$ cat src/rtl/cpu_pkg.sv
// Shared encodings for the five-stage CPU: memory access sizes and MEM-stage FSM states.
package cpu_pkg;

  localparam logic [1:0] SIZE_BYTE = 2'b00;
  localparam logic [1:0] SIZE_HALF = 2'b01;
  localparam logic [1:0] SIZE_WORD = 2'b10;

  typedef enum logic [1:0] {
    MS_IDLE   = 2'd0,
    MS_ACCESS = 2'd1,
    MS_DONE   = 2'd2
  } mem_state_e;

endpackage

$ cat src/rtl/load_align.sv
// Extracts the addressed byte/half/word from a memory read word and extends it to 32 bits.
module load_align
  import cpu_pkg::*;
(
  input  logic [31:0] mem_rdata,
  input  logic [1:0]  offset,
  input  logic [1:0]  size,
  input  logic        is_signed,
  output logic [31:0] data_out
);

  logic [7:0]  byte_val;
  logic [15:0] half_val;

  always_comb begin
    case (offset)
      2'd0:    byte_val = mem_rdata[7:0];
      2'd1:    byte_val = mem_rdata[15:8];
      2'd2:    byte_val = mem_rdata[23:16];
      default: byte_val = mem_rdata[31:24];
    endcase
    half_val = offset[1] ? mem_rdata[31:16] : mem_rdata[15:0];
    // Size 11 falls through to a full-word load.
    case (size)
      SIZE_BYTE: data_out = {{24{is_signed & byte_val[7]}}, byte_val};
      SIZE_HALF: data_out = {{16{is_signed & half_val[15]}}, half_val};
      default:   data_out = mem_rdata;
    endcase
  end

endmodule

$ cat src/rtl/mem_access_stage.sv
// MEM pipeline stage: issues loads/stores to a variable-latency data memory, stalls the
// upstream stages while an access is outstanding, and flags misalignment and timeouts.
module mem_access_stage
  import cpu_pkg::*;
#(
  parameter int TIMEOUT_CYCLES = 255
) (
  input  logic        clock,
  input  logic        reset,
  input  logic        valid,
  input  logic        memRead,
  input  logic        memWrite,
  input  logic [1:0]  memSize,
  input  logic        memSigned,
  input  logic [31:0] address,
  input  logic [31:0] writeData,
  output logic        memReq,
  output logic        memWe,
  output logic [31:0] memAddr,
  output logic [3:0]  memByteEn,
  output logic [31:0] memWData,
  input  logic [31:0] memRData,
  input  logic        memReady,
  output logic [31:0] readData,
  output logic        stall,
  output logic        misaligned,
  output logic        busError
);

  localparam int CNT_W = $clog2(TIMEOUT_CYCLES + 1);
  localparam logic [CNT_W-1:0] CNT_MAX = CNT_W'(TIMEOUT_CYCLES);

  mem_state_e       state_q, state_d;
  logic [CNT_W-1:0] cnt_q, cnt_d;
  logic             req_q, req_d;
  logic             we_q, we_d;
  logic [31:0]      addr_q, addr_d;
  logic [3:0]       byte_en_q, byte_en_d;
  logic [31:0]      wdata_q, wdata_d;
  logic [31:0]      rdata_q, rdata_d;
  logic             misaligned_q, misaligned_d;
  logic             bus_error_q, bus_error_d;
  logic [1:0]       offset_q, offset_d;
  logic [1:0]       size_q, size_d;
  logic             signed_q, signed_d;

  logic             is_access;
  logic             is_misaligned;
  logic [3:0]       lane_en;
  logic [31:0]      lane_wdata;
  logic [31:0]      load_data;

  assign is_access = valid && (memRead || memWrite);

  always_comb begin
    case (memSize)
      SIZE_BYTE: is_misaligned = 1'b0;
      SIZE_HALF: is_misaligned = address[0];
      default:   is_misaligned = |address[1:0];
    endcase
  end

  // Store lane steering from the live EX/MEM fields; latched on entry to ACCESS.
  always_comb begin
    case (memSize)
      SIZE_BYTE: begin
        lane_en    = 4'b0001 << address[1:0];
        lane_wdata = {4{writeData[7:0]}};
      end
      SIZE_HALF: begin
        lane_en    = address[1] ? 4'b1100 : 4'b0011;
        lane_wdata = {2{writeData[15:0]}};
      end
      default: begin
        lane_en    = 4'b1111;
        lane_wdata = writeData;
      end
    endcase
  end

  load_align u_load_align (
    .mem_rdata (memRData),
    .offset    (offset_q),
    .size      (size_q),
    .is_signed (signed_q),
    .data_out  (load_data)
  );

  always_comb begin
    state_d      = state_q;
    cnt_d        = cnt_q;
    req_d        = req_q;
    we_d         = we_q;
    addr_d       = addr_q;
    byte_en_d    = byte_en_q;
    wdata_d      = wdata_q;
    rdata_d      = rdata_q;
    misaligned_d = 1'b0;
    bus_error_d  = 1'b0;
    offset_d     = offset_q;
    size_d       = size_q;
    signed_d     = signed_q;
    case (state_q)
      MS_IDLE: begin
        req_d = 1'b0;
        we_d  = 1'b0;
        if (is_access) begin
          if (is_misaligned) begin
            misaligned_d = 1'b1;
          end else begin
            state_d   = MS_ACCESS;
            cnt_d     = '0;
            req_d     = 1'b1;
            we_d      = !memRead;
            addr_d    = {address[31:2], 2'b00};
            byte_en_d = lane_en;
            wdata_d   = lane_wdata;
            offset_d  = address[1:0];
            size_d    = memSize;
            signed_d  = memSigned;
          end
        end
      end
      MS_ACCESS: begin
        // memReady takes precedence over a timeout landing in the same cycle.
        if (memReady) begin
          state_d = MS_DONE;
          req_d   = 1'b0;
          we_d    = 1'b0;
          if (!we_q) begin
            rdata_d = load_data;
          end
        end else if (cnt_q == CNT_MAX) begin
          state_d     = MS_DONE;
          req_d       = 1'b0;
          we_d        = 1'b0;
          bus_error_d = 1'b1;
          rdata_d     = '0;
        end else begin
          cnt_d = cnt_q + CNT_W'(1);
        end
      end
      default: begin
        state_d = MS_IDLE;
        req_d   = 1'b0;
        we_d    = 1'b0;
      end
    endcase
  end

  always_ff @(posedge clock or posedge reset) begin
    if (reset) begin
      state_q      <= MS_IDLE;
      cnt_q        <= '0;
      req_q        <= 1'b0;
      we_q         <= 1'b0;
      addr_q       <= '0;
      byte_en_q    <= '0;
      wdata_q      <= '0;
      rdata_q      <= '0;
      misaligned_q <= 1'b0;
      bus_error_q  <= 1'b0;
      offset_q     <= '0;
      size_q       <= SIZE_BYTE;
      signed_q     <= 1'b0;
    end else begin
      state_q      <= state_d;
      cnt_q        <= cnt_d;
      req_q        <= req_d;
      we_q         <= we_d;
      addr_q       <= addr_d;
      byte_en_q    <= byte_en_d;
      wdata_q      <= wdata_d;
      rdata_q      <= rdata_d;
      misaligned_q <= misaligned_d;
      bus_error_q  <= bus_error_d;
      offset_q     <= offset_d;
      size_q       <= size_d;
      signed_q     <= signed_d;
    end
  end

  assign stall = !reset && ((state_q == MS_IDLE && is_access && !is_misaligned) ||
                            (state_q == MS_ACCESS));

  assign memReq     = req_q;
  assign memWe      = we_q;
  assign memAddr    = addr_q;
  assign memByteEn  = byte_en_q;
  assign memWData   = wdata_q;
  assign readData   = rdata_q;
  assign misaligned = misaligned_q;
  assign busError   = bus_error_q;

endmodule

$ cat config.mk
export PLATFORM = sky130hd
export DESIGN_NAME = mem_access_stage
export DESIGN_NICKNAME = d
export VERILOG_FILES = /design/src/rtl/cpu_pkg.sv /design/src/rtl/load_align.sv /design/src/rtl/mem_access_stage.sv
export SDC_FILE = /design/constraint.sdc
export NUM_CORES = 1
export LEC_CHECK = 0
export CAP_MARGIN = 30
export CORE_UTILIZATION = 48
export CTS_CLUSTER_DIAMETER = 60
export DETAILED_ROUTE_END_ITERATION = 6
export PLACE_DENSITY = 0.87
export SYNTH_ARGS = -nofsm -noshare
export SYNTH_HDL_FRONTEND = slang
export SYNTH_SLANG_ARGS = --single-unit
$ cat constraint.sdc
create_clock -name clock -period 7.7 [get_ports clock]
set_clock_uncertainty 0.1 [all_clocks]
set_input_delay 1.155 -clock clock [delete_from_list [all_inputs] [get_ports clock]]
set_output_delay 1.155 -clock clock [all_outputs]
set_load 0.05 [all_outputs]
==> results by group <==
Outcome
  • Status: complete, no violations

Yosys
  • Post-Synth XOR/XNOR Area: 0.161%
  • Post-synthesis compound-gate area fraction: 15.4%
  • Mux contribution to synthesized area: 16.4%
  • Top-count cell post-synth: dfrtp_1
  • Largest family of logic cells by synthesized area: multiplexers
  • Post-Synth Adder-Cell Area: 0.230%
  • Cell Area, Synth: 0.00543 mm^2
  • Share of the synthesized area in the top cell type: 53.9%
  • Top post-synthesis cells by count: dfrtp_1, mux2_2, nand2_1, mux2i_1, o21ai_0
  • Gate Count Post-Synth: 466
  • Post-synth cell types: 50
  • Syn Area/Cell: 11.7 um^2
  • Simple-gate portion of the synthesized area: 9.63%
  • Share of flip-flops with an asynchronous set or reset: 100%
  • Seq/Total Area, Yosys: 53.9%
  • #FFs+latches synth: 117
  • YS warnings: 0
  • EDFF count, synth: 0
  • Synth area leaders: dfrtp_1, mux2_2, mux2i_1
  • Dominant cell type by area after synthesis: dfrtp_1
  • Main synth FF type: dfrtp_1

Route
  • WL/cell: around 20 um
  • Number of remaining DRC errors: 0
  • First-pass iteration count of the detailed router: 5
  • Post-Route WL: 16.1 mm
  • Vias per inst: 5.68
  • Initial DRC Count: 320
  • Routed Antenna Nets: 0
  • DR vias: 4633

Floorplan
  • Core box area: 0.0109 mm^2
  • Ports: 210
  • # rows: 38
  • DIE HEIGHT: roughly 110 um
  • Die width: 108 um
  • Die Footprint: approximately 0.012 mm^2
  • Starting density of the core: 49.7%

Power
  • Sw power: approximately 1500 uW
  • Pleak: 0.00358 uW
  • Cell-internal power: 2050 uW
  • Part of the power in registers: 28.1%
  • Pwr/cell area: between 400 and 500 mW/mm^2
  • Peak supply drop: 255 uV
  • Combinational fraction of design power: 46.3%
  • Net Sw Frac: 41.9%
  • Total power draw: ~3500 uW
  • Clk network pwr share: 25.6%

Global routing
  • Number of global-route vias before repair: 4930
  • Initial antenna violation count: 0
  • GR Util All Layers: 28.6%
  • Total grt overflow: 0
  • Largest net degree at the start of global routing: 106
  • First-pass GRT wire length: 25.4 mm

Setup path
  • Worst Setup End Kind: primary output
  • Critical path peak fanout: 13
  • Reg2Reg Capture Point: readData[12]
  • CP Class: input pin to primary output
  • Worst R2R Start: offset_q[1]
  • Worst Path Arrival: 3.45 ns
  • Worst R2R Path Depth: 4
  • CP startpoint kind: input pin
  • Reg2Reg Setup Slack: 5.17 ns
  • Worst EP required: 6.44 ns

Timing
  • Max-slew violation count: 0
  • Setup TNS: 0 ns
  • Tmin final: ~4.7 ns
  • F_max: between 200 and 250 MHz
  • Final Hold Viols: 0
  • RSZ-0062 raised after global routing: no
  • Relative slew slack: a little under two fifths
  • Count of final setup violators: 0
  • Tcrit/Tclk final: around three fifths
  • Worst-margin pin slew: about 0.93 ns

CTS
  • Clock sinks: 117
  • Post-CTS Resized: 0
  • Clk_lat worst skew: 0.40 ns
  • Post-CTS setup buffers: 0
  • Num CTS Buffers: 17
  • Hold Buf Count CTS: 0
  • Clock tree buffer depth: 2
  • Root Buffer: clkbuf_16
  • CTS tree: built
  • Reg clk slew, reported paths: 0.05 ns
  • H-tree Lvls: 4

Job
  • MaxCap Viol Count: 0

Placed design
  • I/O Buffers: slightly above 200
  • GPL Wtd Cong: 0.831
  • Placed cell count: a little under 800
  • Hpwl dp: between 10 and 15 mm

Layout
  • Layout cells sized above 1: between 15 and 20%
  • Final cell count without fillers: ~820
  • Combined area of the multi-input logic cells: 0.00228 mm^2
  • Nets: 769
  • Fillers: 719
  • Sequential Area: 0.00293 mm^2
  • Antenna diode count: 0
  • Area delta synth->final: 51.9%

Worst hold path
  • Hold Crit Class: flip-flop to flip-flop
  • Hold Path Stages: 1
  • Worst Hold Launch: readData[7]
  • Hold Path End: readData[7]
[cell type report]
cell class	instances	share of cell area, %
Sequential cell	117	35.5
Multi-Input combinational cell	306	27.7
Timing Repair Buffer	214	26.1
Clock buffer	20	5.54
Clock inverter	12	2.73
Tap cell	140	2.12
Inverter	7	0.349
[power groups by stage]
stage	clock network, uW	registers, uW	logic [uW]
floorplan	0	1650	384
global placement	0	975	1590
detailed placement	0	989	1620
CTS	911	987	1630
global route	944	1020	1700
finish	902	991	1630
[sequential cells by signal, summed over array words and instances, names as in the netlist]
signal	count
memWData	32
offset_q	2
state_q	2
readData	32
size_q	2
memReq	1
memByteEn	4
busError	1
memAddr	30
misaligned	1
signed_q	1
cnt_q	8
memWe	1
[layer usage]
layer / global-route usage, % / wire length, um / vias to the layer above
met5: 0 / 0 / -
met4: 9.75 / 328 / 0
met3: 10.5 / 1600 / 32
met2: 49.3 / 8100 / 238
met1: 32.6 / 6070 / 2260
li1: - / - / 2103
[per-stage QoR]
stage	area [um^2]	hold WS, ns	util, %	setup slack [ns]
2_1_floorplan	5440	0.402	-	3.34
3_3_place_gp	7510	0.360	68.7	3.05
3_5_place_dp	7530	0.366	68.9	3.03
4_1_cts	8210	0.377	75.1	3.00
5_1_grt	8250	0.397	75.4	2.89
6_report	8250	0.371	75.4	3.00
[worst max-delay path by stage]
stage                    start        to  slack [ns]  depth (start not counted)
floorplan                reset  busError        3.34                          1
global placement    memSize[0]     stall        3.05                          5
detailed placement  memSize[0]     stall        3.03                          5
CTS                 memSize[0]     stall        3.00                          5
global route        memSize[0]     stall        2.89                          5
finish              memSize[0]     stall        3.00                          5
[placed cells by master, fill, tap and decap left out, types with 6 or more instances in the layout]
cell type / n
a2bb2oi_1: 7
mux2i_1: 36
nor2b_1: 6
nand2_1: 45
o22ai_1: 8
a221o_1: 6
clkdlybuf4s50_1: 207
bufinv_16: 6
o21ai_0: 34
dfrtp_1: 117
nor2_1: 14
mux2_2: 45
clkbuf_16: 17
nand2b_1: 8
a21oi_1: 19
a22o_1: 14
a211oi_1: 7
a221o_2: 10
inv_1: 6
[worst max-delay path, cell delays in order]
cell and delay [ns]:
clkdlybuf4s50_1 0.79, nand2_1 0.34, nand4b_1 0.17, a21oi_1 0.15, clkdlybuf4s50_1 0.83
[logic make-up after synthesis]
| logic type | count (synthesis) |
|---|---|
| muxes | 82 |
| DFF | 117 |
| other | 1 |
| adders and majority gates | 1 |
| and+or+nand+nor | 102 |
| AOI/OAI and AO/OA | 118 |
| xor gates and xnor gates | 1 |
| buffers and inverters | 44 |
Power figures use the tool's default switching activity.
